==> config.mk <==
export PLATFORM = sky130hd
export DESIGN_NAME = alu_issue_seq_flat
export DESIGN_NICKNAME = d
export VERILOG_FILES = /design/src/rtl/alu_issue_seq_if.sv /design/src/rtl/alu_issue_seq.sv /design/src/flat_wrapper.sv
export SDC_FILE = /design/constraint.sdc
export NUM_CORES = 1
export LEC_CHECK = 0
export BUFFER_PORTS_ARGS = -buffer_cell sky130_fd_sc_hd__buf_2
export CORE_ASPECT_RATIO = 0.6
export CORE_MARGIN = 2
export CORE_UTILIZATION = 37
export DETAILED_ROUTE_END_ITERATION = 10
export PLACE_DENSITY_LB_ADDON = 0.05
export SKIP_LAST_GASP = 1
export SYNTH_ARGS = -nofsm -noshare
export SYNTH_HDL_FRONTEND = slang
export SYNTH_SLANG_ARGS = --single-unit
==> constraint.sdc <==
create_clock -name clk -period 3.18 [get_ports clk]
set_input_delay 0.636 -clock clk [delete_from_list [all_inputs] [get_ports clk]]
set_output_delay 0.636 -clock clk [all_outputs]
set_load 0.02 [all_outputs]
==> src/rtl/alu_issue_seq_if.sv <==
// Command, ALU-drive and result signals of the ALU issue sequencer.
// slave = sequencer side, master = command producer / ALU / result consumer side.
interface alu_issue_seq_if #(
    parameter int WIDTH = 8,
    parameter int DEPTH = 4
);
    localparam int CW = $clog2(DEPTH) + 1;

    logic             cmd_valid;
    logic             cmd_ready;
    logic [WIDTH-1:0] cmd_a;
    logic [WIDTH-1:0] cmd_b;
    logic [2:0]       cmd_op;
    logic             cmd_chain;
    logic [WIDTH-1:0] alu_a;
    logic [WIDTH-1:0] alu_b;
    logic [2:0]       alu_op;
    logic [WIDTH-1:0] alu_result;
    logic             res_valid;
    logic             res_ready;
    logic [WIDTH-1:0] res_data;
    logic [CW-1:0]    fifo_count;

    modport slave (
        input  cmd_valid, cmd_a, cmd_b, cmd_op, cmd_chain, alu_result, res_ready,
        output cmd_ready, alu_a, alu_b, alu_op, res_valid, res_data, fifo_count
    );

    modport master (
        output cmd_valid, cmd_a, cmd_b, cmd_op, cmd_chain, alu_result, res_ready,
        input  cmd_ready, alu_a, alu_b, alu_op, res_valid, res_data, fifo_count
    );
endinterface

==> src/rtl/alu_issue_seq.sv <==
// Command FIFO plus IDLE/ISSUE/HOLD sequencer feeding a combinational ALU.
// Define ALU_SEQ_CHAIN_EN to let a command take the previous result as operand A.
module alu_issue_seq #(
    parameter int WIDTH = 8,
    parameter int DEPTH = 4
) (
    input logic           clk,
    input logic           rst_n,
    alu_issue_seq_if.slave bus
);
    localparam int CW = $clog2(DEPTH) + 1;
    localparam int AW = $clog2(DEPTH);

    typedef enum logic [1:0] {IDLE, ISSUE, HOLD} state_t;

    state_t           state_q, state_d;
    logic [WIDTH-1:0] mem_a_q [DEPTH];
    logic [WIDTH-1:0] mem_b_q [DEPTH];
    logic [2:0]       mem_op_q [DEPTH];
    logic [AW-1:0]    wr_ptr_q, wr_ptr_d;
    logic [AW-1:0]    rd_ptr_q, rd_ptr_d;
    logic [CW-1:0]    count_q, count_d;
    logic [WIDTH-1:0] alu_a_q, alu_a_d;
    logic [WIDTH-1:0] alu_b_q, alu_b_d;
    logic [2:0]       alu_op_q, alu_op_d;
    logic             res_valid_q, res_valid_d;
    logic [WIDTH-1:0] res_data_q, res_data_d;
    logic             cmd_ready;
    logic             push, pop, capture, res_take, empty;

`ifdef ALU_SEQ_CHAIN_EN
    logic             mem_chain_q [DEPTH];
`else
    logic             unused_chain;
    assign unused_chain = bus.cmd_chain;
`endif

    // Full blocks the push even when a pop happens in the same cycle.
    assign cmd_ready = rst_n && (count_q != CW'(DEPTH));
    assign empty     = (count_q == '0);
    assign push      = bus.cmd_valid && cmd_ready;

    always_ff @(posedge clk) begin
        if (push) begin
            mem_a_q[wr_ptr_q]  <= bus.cmd_a;
            mem_b_q[wr_ptr_q]  <= bus.cmd_b;
            mem_op_q[wr_ptr_q] <= bus.cmd_op;
`ifdef ALU_SEQ_CHAIN_EN
            mem_chain_q[wr_ptr_q] <= bus.cmd_chain;
`endif
        end
    end

    always_ff @(posedge clk) begin
        if (!rst_n) begin
            state_q <= IDLE;
        end else begin
            state_q <= state_d;
        end
    end

    always_comb begin
        state_d = state_q;
        case (state_q)
            IDLE:    if (!empty) state_d = ISSUE;
            ISSUE:   state_d = HOLD;
            HOLD:    if (bus.res_ready) state_d = empty ? IDLE : ISSUE;
            default: state_d = IDLE;
        endcase
    end

    always_comb begin
        pop      = 1'b0;
        capture  = 1'b0;
        res_take = 1'b0;
        case (state_q)
            IDLE:  pop = !empty;
            ISSUE: capture = 1'b1;
            HOLD: begin
                res_take = bus.res_ready;
                pop      = bus.res_ready && !empty;
            end
            default: ;
        endcase
    end

    always_comb begin
        wr_ptr_d = wr_ptr_q + (push ? AW'(1) : AW'(0));
        rd_ptr_d = rd_ptr_q + (pop ? AW'(1) : AW'(0));
        count_d  = count_q;
        if (push && !pop) begin
            count_d = count_q + CW'(1);
        end else if (!push && pop) begin
            count_d = count_q - CW'(1);
        end
    end

    always_comb begin
        alu_a_d  = alu_a_q;
        alu_b_d  = alu_b_q;
        alu_op_d = alu_op_q;
        if (pop) begin
`ifdef ALU_SEQ_CHAIN_EN
            alu_a_d = mem_chain_q[rd_ptr_q] ? res_data_q : mem_a_q[rd_ptr_q];
`else
            alu_a_d = mem_a_q[rd_ptr_q];
`endif
            alu_b_d  = mem_b_q[rd_ptr_q];
            alu_op_d = mem_op_q[rd_ptr_q];
        end
        res_data_d  = capture ? bus.alu_result : res_data_q;
        res_valid_d = res_valid_q;
        if (capture) begin
            res_valid_d = 1'b1;
        end else if (res_take) begin
            res_valid_d = 1'b0;
        end
    end

    always_ff @(posedge clk) begin
        if (!rst_n) begin
            wr_ptr_q    <= '0;
            rd_ptr_q    <= '0;
            count_q     <= '0;
            alu_a_q     <= '0;
            alu_b_q     <= '0;
            alu_op_q    <= '0;
            res_valid_q <= 1'b0;
            res_data_q  <= '0;
        end else begin
            wr_ptr_q    <= wr_ptr_d;
            rd_ptr_q    <= rd_ptr_d;
            count_q     <= count_d;
            alu_a_q     <= alu_a_d;
            alu_b_q     <= alu_b_d;
            alu_op_q    <= alu_op_d;
            res_valid_q <= res_valid_d;
            res_data_q  <= res_data_d;
        end
    end

    assign bus.cmd_ready  = cmd_ready;
    assign bus.alu_a      = alu_a_q;
    assign bus.alu_b      = alu_b_q;
    assign bus.alu_op     = alu_op_q;
    assign bus.res_valid  = res_valid_q;
    assign bus.res_data   = res_data_q;
    assign bus.fifo_count = count_q;
endmodule

==> src/flat_wrapper.sv <==
// flat-port wrapper written by rule: the top's interface ports become plain ports
module alu_issue_seq_flat 
#(
    parameter int WIDTH = 8,
    parameter int DEPTH = 4
)
  (clk, rst_n, bus_cmd_valid, bus_cmd_a, bus_cmd_b, bus_cmd_op, bus_cmd_chain, bus_alu_result, bus_res_ready, bus_cmd_ready, bus_alu_a, bus_alu_b, bus_alu_op, bus_res_valid, bus_res_data, bus_fifo_count);
  alu_issue_seq_if #(.WIDTH(WIDTH), .DEPTH(DEPTH)) bus_i ();
  input logic clk;
  input logic rst_n;
  input wire logic [$bits(bus_i.cmd_valid)-1:0] bus_cmd_valid;
  input wire logic [$bits(bus_i.cmd_a)-1:0] bus_cmd_a;
  input wire logic [$bits(bus_i.cmd_b)-1:0] bus_cmd_b;
  input wire logic [$bits(bus_i.cmd_op)-1:0] bus_cmd_op;
  input wire logic [$bits(bus_i.cmd_chain)-1:0] bus_cmd_chain;
  input wire logic [$bits(bus_i.alu_result)-1:0] bus_alu_result;
  input wire logic [$bits(bus_i.res_ready)-1:0] bus_res_ready;
  output wire logic [$bits(bus_i.cmd_ready)-1:0] bus_cmd_ready;
  output wire logic [$bits(bus_i.alu_a)-1:0] bus_alu_a;
  output wire logic [$bits(bus_i.alu_b)-1:0] bus_alu_b;
  output wire logic [$bits(bus_i.alu_op)-1:0] bus_alu_op;
  output wire logic [$bits(bus_i.res_valid)-1:0] bus_res_valid;
  output wire logic [$bits(bus_i.res_data)-1:0] bus_res_data;
  output wire logic [$bits(bus_i.fifo_count)-1:0] bus_fifo_count;
  assign bus_i.cmd_valid = bus_cmd_valid;
  assign bus_i.cmd_a = bus_cmd_a;
  assign bus_i.cmd_b = bus_cmd_b;
  assign bus_i.cmd_op = bus_cmd_op;
  assign bus_i.cmd_chain = bus_cmd_chain;
  assign bus_i.alu_result = bus_alu_result;
  assign bus_i.res_ready = bus_res_ready;
  assign bus_cmd_ready = bus_i.cmd_ready;
  assign bus_alu_a = bus_i.alu_a;
  assign bus_alu_b = bus_i.alu_b;
  assign bus_alu_op = bus_i.alu_op;
  assign bus_res_valid = bus_i.res_valid;
  assign bus_res_data = bus_i.res_data;
  assign bus_fifo_count = bus_i.fifo_count;
  alu_issue_seq #(.WIDTH(WIDTH), .DEPTH(DEPTH)) u_core (.clk(clk), .rst_n(rst_n), .bus(bus_i));
endmodule
---- Word-level counts from Yosys, hierarchy flattened ----
Memory sizes are Yosys's and may differ from the RTL's. A register that Yosys moved wholly into a read port is not among the register bits.
Cells that the tools add are included.
word-level totals
  bits in registers ....................... 18
  RAM bits ................................ 76
  bits of input ports ..................... 32
  output and inout bits ................... 32
  word-level logic and storage cells ...... 49
  memories ................................ 3
cells by class
  add/subtract/negate cells ............... 4
  equal/unequal tests ..................... 5
  muxes and demuxes ....................... 15
  reductions and logical operators ........ 16
memories
  name             words  bits a word  rd ports  clocked after memory_dff  write ports  RTL line             source
  u_core.mem_a_q   4      8            1         1                         1            alu_issue_seq.sv:17  logic [WIDTH-1:0] mem_a_q [DEPTH];
  u_core.mem_b_q   4      8            1         1                         1            alu_issue_seq.sv:18  logic [WIDTH-1:0] mem_b_q [DEPTH];
  u_core.mem_op_q  4      3            1         1                         1            alu_issue_seq.sv:19  logic [2:0] mem_op_q [DEPTH];
operator list
  cell                                               count
  two-way mux 1 bit                                  9
  logical NOT 1 bit                                  6
  two-way mux 3 bit                                  2
  one-hot mux 2 bit (3 select lines)                 1
  logical AND 1 bit                                  5
  adder 2 bit                                        2
  two-way mux 2 bit                                  2
  inequality test 2 bit (second input constant)      2
  nonzero test 2 bit                                 2
  adder 3 x 1 -> 3 bit (second input constant)       1
  logical NOT 3 bit                                  1
  inequality test 3 bit (second input constant)      1
  subtractor 3 x 1 -> 3 bit (second input constant)  1
  == test 2 x 1 -> 1 bit (second input constant)     1
  == test 2 bit (second input constant)              1
  logical NOT 2 bit                                  1
  one-hot mux 1 bit (2 select lines)                 1
  AND reduction 2 bit                                1

---- Longest topological paths before layout ----
  word-level depth ........................ 7
  mapped depth ............................ 10
  mapped depth without buffers ............ 9

---- Least setup slack after synthesis ----
Ideal clock, no wire load.
  path type ............................... flip-flop to flip-flop
  start point ............................. reg u_core.count_q[0], in the netlist u_core.bus.fifo_count[0]
  end point ............................... mem u_core.mem_a_q[1][0], enable pin
  library setup time ...................... 0.423 ns
  arrival ................................. 2.307 ns
  data required time ...................... 2.757 ns
  slack ................................... 0.450 ns
  cell stages (with the launch flop) ...... 4
  path buffers ............................ 0
  clock period less this slack ............ 2.730 ns
  cells stage by stage .................... dfxtp_1 -> or3b_1 -> nand3_1 -> nor3b_1
on the way
  cells in the longest elaborated chain, start to end .. 5
RTL lines
  element                                  RTL line              source
  from (decl)                              alu_issue_seq.sv:22   logic [CW-1:0] count_q, count_d;
  from (signal assigned)                   alu_issue_seq.sv:133  count_q <= count_d;
  inequality test 3 bit                    alu_issue_seq.sv:39   assign cmd_ready = rst_n && (count_q != CW'(DEPTH));
  logical AND 1 bit                        alu_issue_seq.sv:39
  logical AND 1 bit                        alu_issue_seq.sv:41   assign push = bus.cmd_valid && cmd_ready;
  two-way mux 1 bit                        alu_issue_seq.sv:44   if (push) begin
  two-way mux 1 bit (implied by the code)  alu_issue_seq.sv:45   mem_a_q[wr_ptr_q] <= bus.cmd_a;
  to (decl)                                alu_issue_seq.sv:17
Every way passes these cells.

---- Final worst setup path ----
  start point ............................. reg u_core.count_q[0], in the netlist u_core.bus.fifo_count[0]
  end point ............................... reg u_core.count_q[2], in the netlist u_core.bus.fifo_count[2]
on the way
  cells in the longest elaborated chain, start to end .. 7
  elaborated cells on any way between the ends .. 16
  those cells by class .................... add/sub: 2; eq/ne: 1; mux: 3; reduce/logical: 10
RTL lines
  element                                                         RTL line             source
  logical NOT 3 bit                                               alu_issue_seq.sv:40  assign empty = (count_q == '0);
  logical NOT 1 bit                                               n/a
  logical AND 1 bit                                               alu_issue_seq.sv:81  pop = bus.res_ready && !empty;
  one-hot mux 1 bit (2 select lines)                              alu_issue_seq.sv:76  case (state_q)
  logical NOT 1 bit                                               alu_issue_seq.sv:91  if (push && !pop) begin
  logical AND 1 bit                                               alu_issue_seq.sv:91
  two-way mux 3 bit / nonzero test 2 bit (equally long branches)  n/a
Parallel ways exist; a longest one is shown, timed or not. The select of a mux whose other input is x is not followed.
A chain may end at the register's enable or synchronous reset.

==> metrics.cfg <==
[layout]
final_core_util=0.4684
register_area_mm2=0.003023
n_fill_cell=976
drive_gt1_frac=0.3431
multiInputGateArea_mm2=0.001092
syn_to_final_growth_pct=24.94
finalNetCount=364
antenna_cells=0

[timing]
slew_headroom=0.5545
rsz0062_at_grt=false
fin_crit_ns=2.233
setup_viol=0
worstMarginPinSlew_ns=0.6653
finalHoldViolCount=0
drv_slew=0
fin_tns_setup_ns=0
post-route-period-util=0.7023
max_clock_freq_mhz=447.7
finalClockSkew_ns=0.009071

[yosys]
synth.distinct_cells=32
synth_most_common_cell=edfxtp_1
yosysTopAreaCellShare=0.5461
synth.top_cells.by_count=76 x edfxtp_1, 37 x dfxtp_1, 35 x nand2_1
syn_inst=247
yosysTopAreaCell=edfxtp_1
avgSynthCellArea_um2=16.92
ys_warn_count=0
ys.flop_type=edfxtp_1
synth_nets=283
synthArstFlopShare=0
synth.yosys.seq_area_share=0.7234
synth_seq_cells=113
ys_top_cells_by_area=edfxtp_1 55%, dfxtp_1 18%, mux4_1 5.7%
syn_area_mm2=0.004179
synth_edf_count=76

[detailed_routing]
via_per_inst=4.825
drcViolationCount=0
drt-initial-drc-count=98
drtPass1Iterations=4
drt_wl_total_um=8322
routedWlPerCell_um=17.16
route.vias.total=2340
ant_nets=0

[worst_hold_path]
hold_path_class=flip-flop to flip-flop
hold_path_end=u_core.bus.res_data[7]
whs_path_depth=2
hold_start=u_core.bus.res_data[7]

[worst_setup_path]
required_ns=3.51
cp-start-kind=flip-flop
worst_path_largest_cell_delay_ns=0.43
rr_startpoint=u_core.bus.fifo_count[0]
r2r_cells=9
cpMostUsedCell=inv_1
worstPathMaxFanout=5
crit_type=flip-flop to flip-flop
crit_chain=or3b_1, nand3_1, inv_1, ha_1, inv_1, fa_1, xor2_1, or3_1, a21oi_1
slowest_stage=dfxtp_1
regToRegSetupSlack_ns=0.95
critPathCaptureType=flip-flop
r2r-end=u_core.bus.fifo_count[2]
crit_arrival_ns=2.56

[floorplanning]
core-area_mm2=0.01115
fp.dieW_um=141.2
rows=30
die_y_um=86.32
io_pins=64
die_area_mm2=0.01219
start_util=0.3749

[pwr]
swShare=0.3002
p_int_uw=3257
p_leak_uw=0.001929
switchingPower_uw=1397
power_density_mw_per_mm2=891.3
p_clk_frac=0.346
comb_power_share=0.244
seq_power_share=0.411
ir_drop_mv=0.3759

[clock_network]
tritoncts=yes
clkSinkCount=113
cts_setup_buffers=0
clkTransAtPathRegs_ns=0.05
insertion_delay_ns=0.40
clk_path_buf_depth=2
ctsResizeCount=0
cts_buffers=17
holdBufCountCts=0
cts_max_level=4
root_buffer=clkbuf_16

[place]
portBuffers=62
dp_hpwl_um=5179
gp_congestion=0.6904

[global_routing]
grt_pass1_vias=2293
antenna_found_initial=0
grt_max_degree=24
overflow=0
track_usage=0.1481
grt_pass1_wl_um=12990

[run_status]
status=complete, no violations

[flow_run]
cap_viol_max_count=0

-- logic make-up after synthesis --
group,synth area share
buf+inv,0.02216
xor+xnor,0.008385
fa+ha+maj,0.01377
compound gates,0.05419
mux,0.1129
simple gates,0.06527
flops,0.7234
-- per-stage QoR --
step	total power (uW)	cell area, um^2	std cells	hold slack (ns)	worst slack (ns)
5_1_grt	4912	5221	485	0.4394	0.7518
6_report	4654	5221	485	0.4464	0.9465
3_5_place_dp	3096	4718	453	0.4430	0.7113
3_3_place_gp	3087	4718	453	0.4391	0.7411
2_1_floorplan	2720	4179	247	0.5245	0.4500
4_1_cts	4718	5221	485	0.4337	0.9240
-- worst max-delay path by stage --
stage                        startpoint                       end  depth (start not counted)
5_1_grt        u_core.bus.fifo_count[0]  u_core.bus.fifo_count[2]                          9
3_5_place_dp              bus_res_ready  u_core.bus.fifo_count[2]                         10
4_1_cts        u_core.bus.fifo_count[0]  u_core.bus.fifo_count[2]                          9
2_1_floorplan  u_core.bus.fifo_count[0]      u_core.mem_a_q[1][0]                          3
3_3_place_gp              bus_res_ready  u_core.bus.fifo_count[2]                         10
6_report       u_core.bus.fifo_count[0]  u_core.bus.fifo_count[2]                          9
-- cell usage in the layout (no fill, tap or decap), drive strengths merged --
master / netlist / layout
ha: 3 / 3
clkinvlp: 0 / 1
inv: 4 / 4
or3: 1 / 1
clkinv: 0 / 7
nor2b: 2 / 2
nand3: 1 / 1
a21oi: 10 / 10
clkbuf: 7 / 24
and2: 3 / 3
nor3b: 2 / 2
edfxtp: 76 / 76
or3b: 2 / 2
nor2: 5 / 5
nand3b: 1 / 1
buf: 6 / 75
and3: 1 / 1
dfxtp: 37 / 37
nand2: 35 / 35
nor3: 3 / 3
o2bb2ai: 19 / 19
fa: 1 / 1
nand2b: 1 / 1
mux2i: 1 / 1
xnor2: 2 / 2
nor4: 1 / 1
xor2: 2 / 2
mux4: 19 / 19
o21ai: 2 / 2
-- critical path, delay by kind of cell (launching register included) --
kind | cells | cell delay, ns
buf+inv | 2 | 0.21
compound gates | 1 | 0.14
fa+ha+maj | 2 | 0.56
xor+xnor | 1 | 0.16
simple gates | 3 | 0.67
flops | 1 | 0.43
-- state kept, by name (all words and copies together) (netlist names) --
signal,cells
u_core.bus.res_data,8
u_core.mem_b_q,32
u_core.bus.fifo_count,3
u_core.bus.res_valid,1
u_core.state_q,2
u_core.bus.alu_a,8
u_core.mem_a_q,32
u_core.mem_op_q,12
u_core.rd_ptr_q,2
u_core.wr_ptr_q,2
u_core.bus.alu_op,3
u_core.bus.alu_b,8
-- layout make-up --
| class | count | area share |
|---|---|---|
| inverters | 4 | 0.002876 |
| clock inverters | 8 | 0.007908 |
| repair buffers | 75 | 0.07812 |
| clock buffers | 24 | 0.08843 |
| multi-input cells | 117 | 0.2092 |
| well taps | 144 | 0.03451 |
| flip-flops and latches | 113 | 0.5790 |
-- metal layers --
layer | GRT usage | routed length, um
met1 | 0.2089 | 4258
met2 | 0.2079 | 3517
met3 | 0.06354 | 501
met4 | 0.04636 | 45
met5 | 0 | 0
-- power by group through the flow --
stage | sequential [uW] | combinational, uW | clock (uW)
after floorplan | 2100 | 620 | 0
after global placement | 1940 | 1150 | 0
after detailed placement | 1940 | 1150 | 0
after CTS | 1910 | 1160 | 1650
after global routing | 1940 | 1250 | 1730
final | 1910 | 1130 | 1610
(Power assumes the default switching activity.)
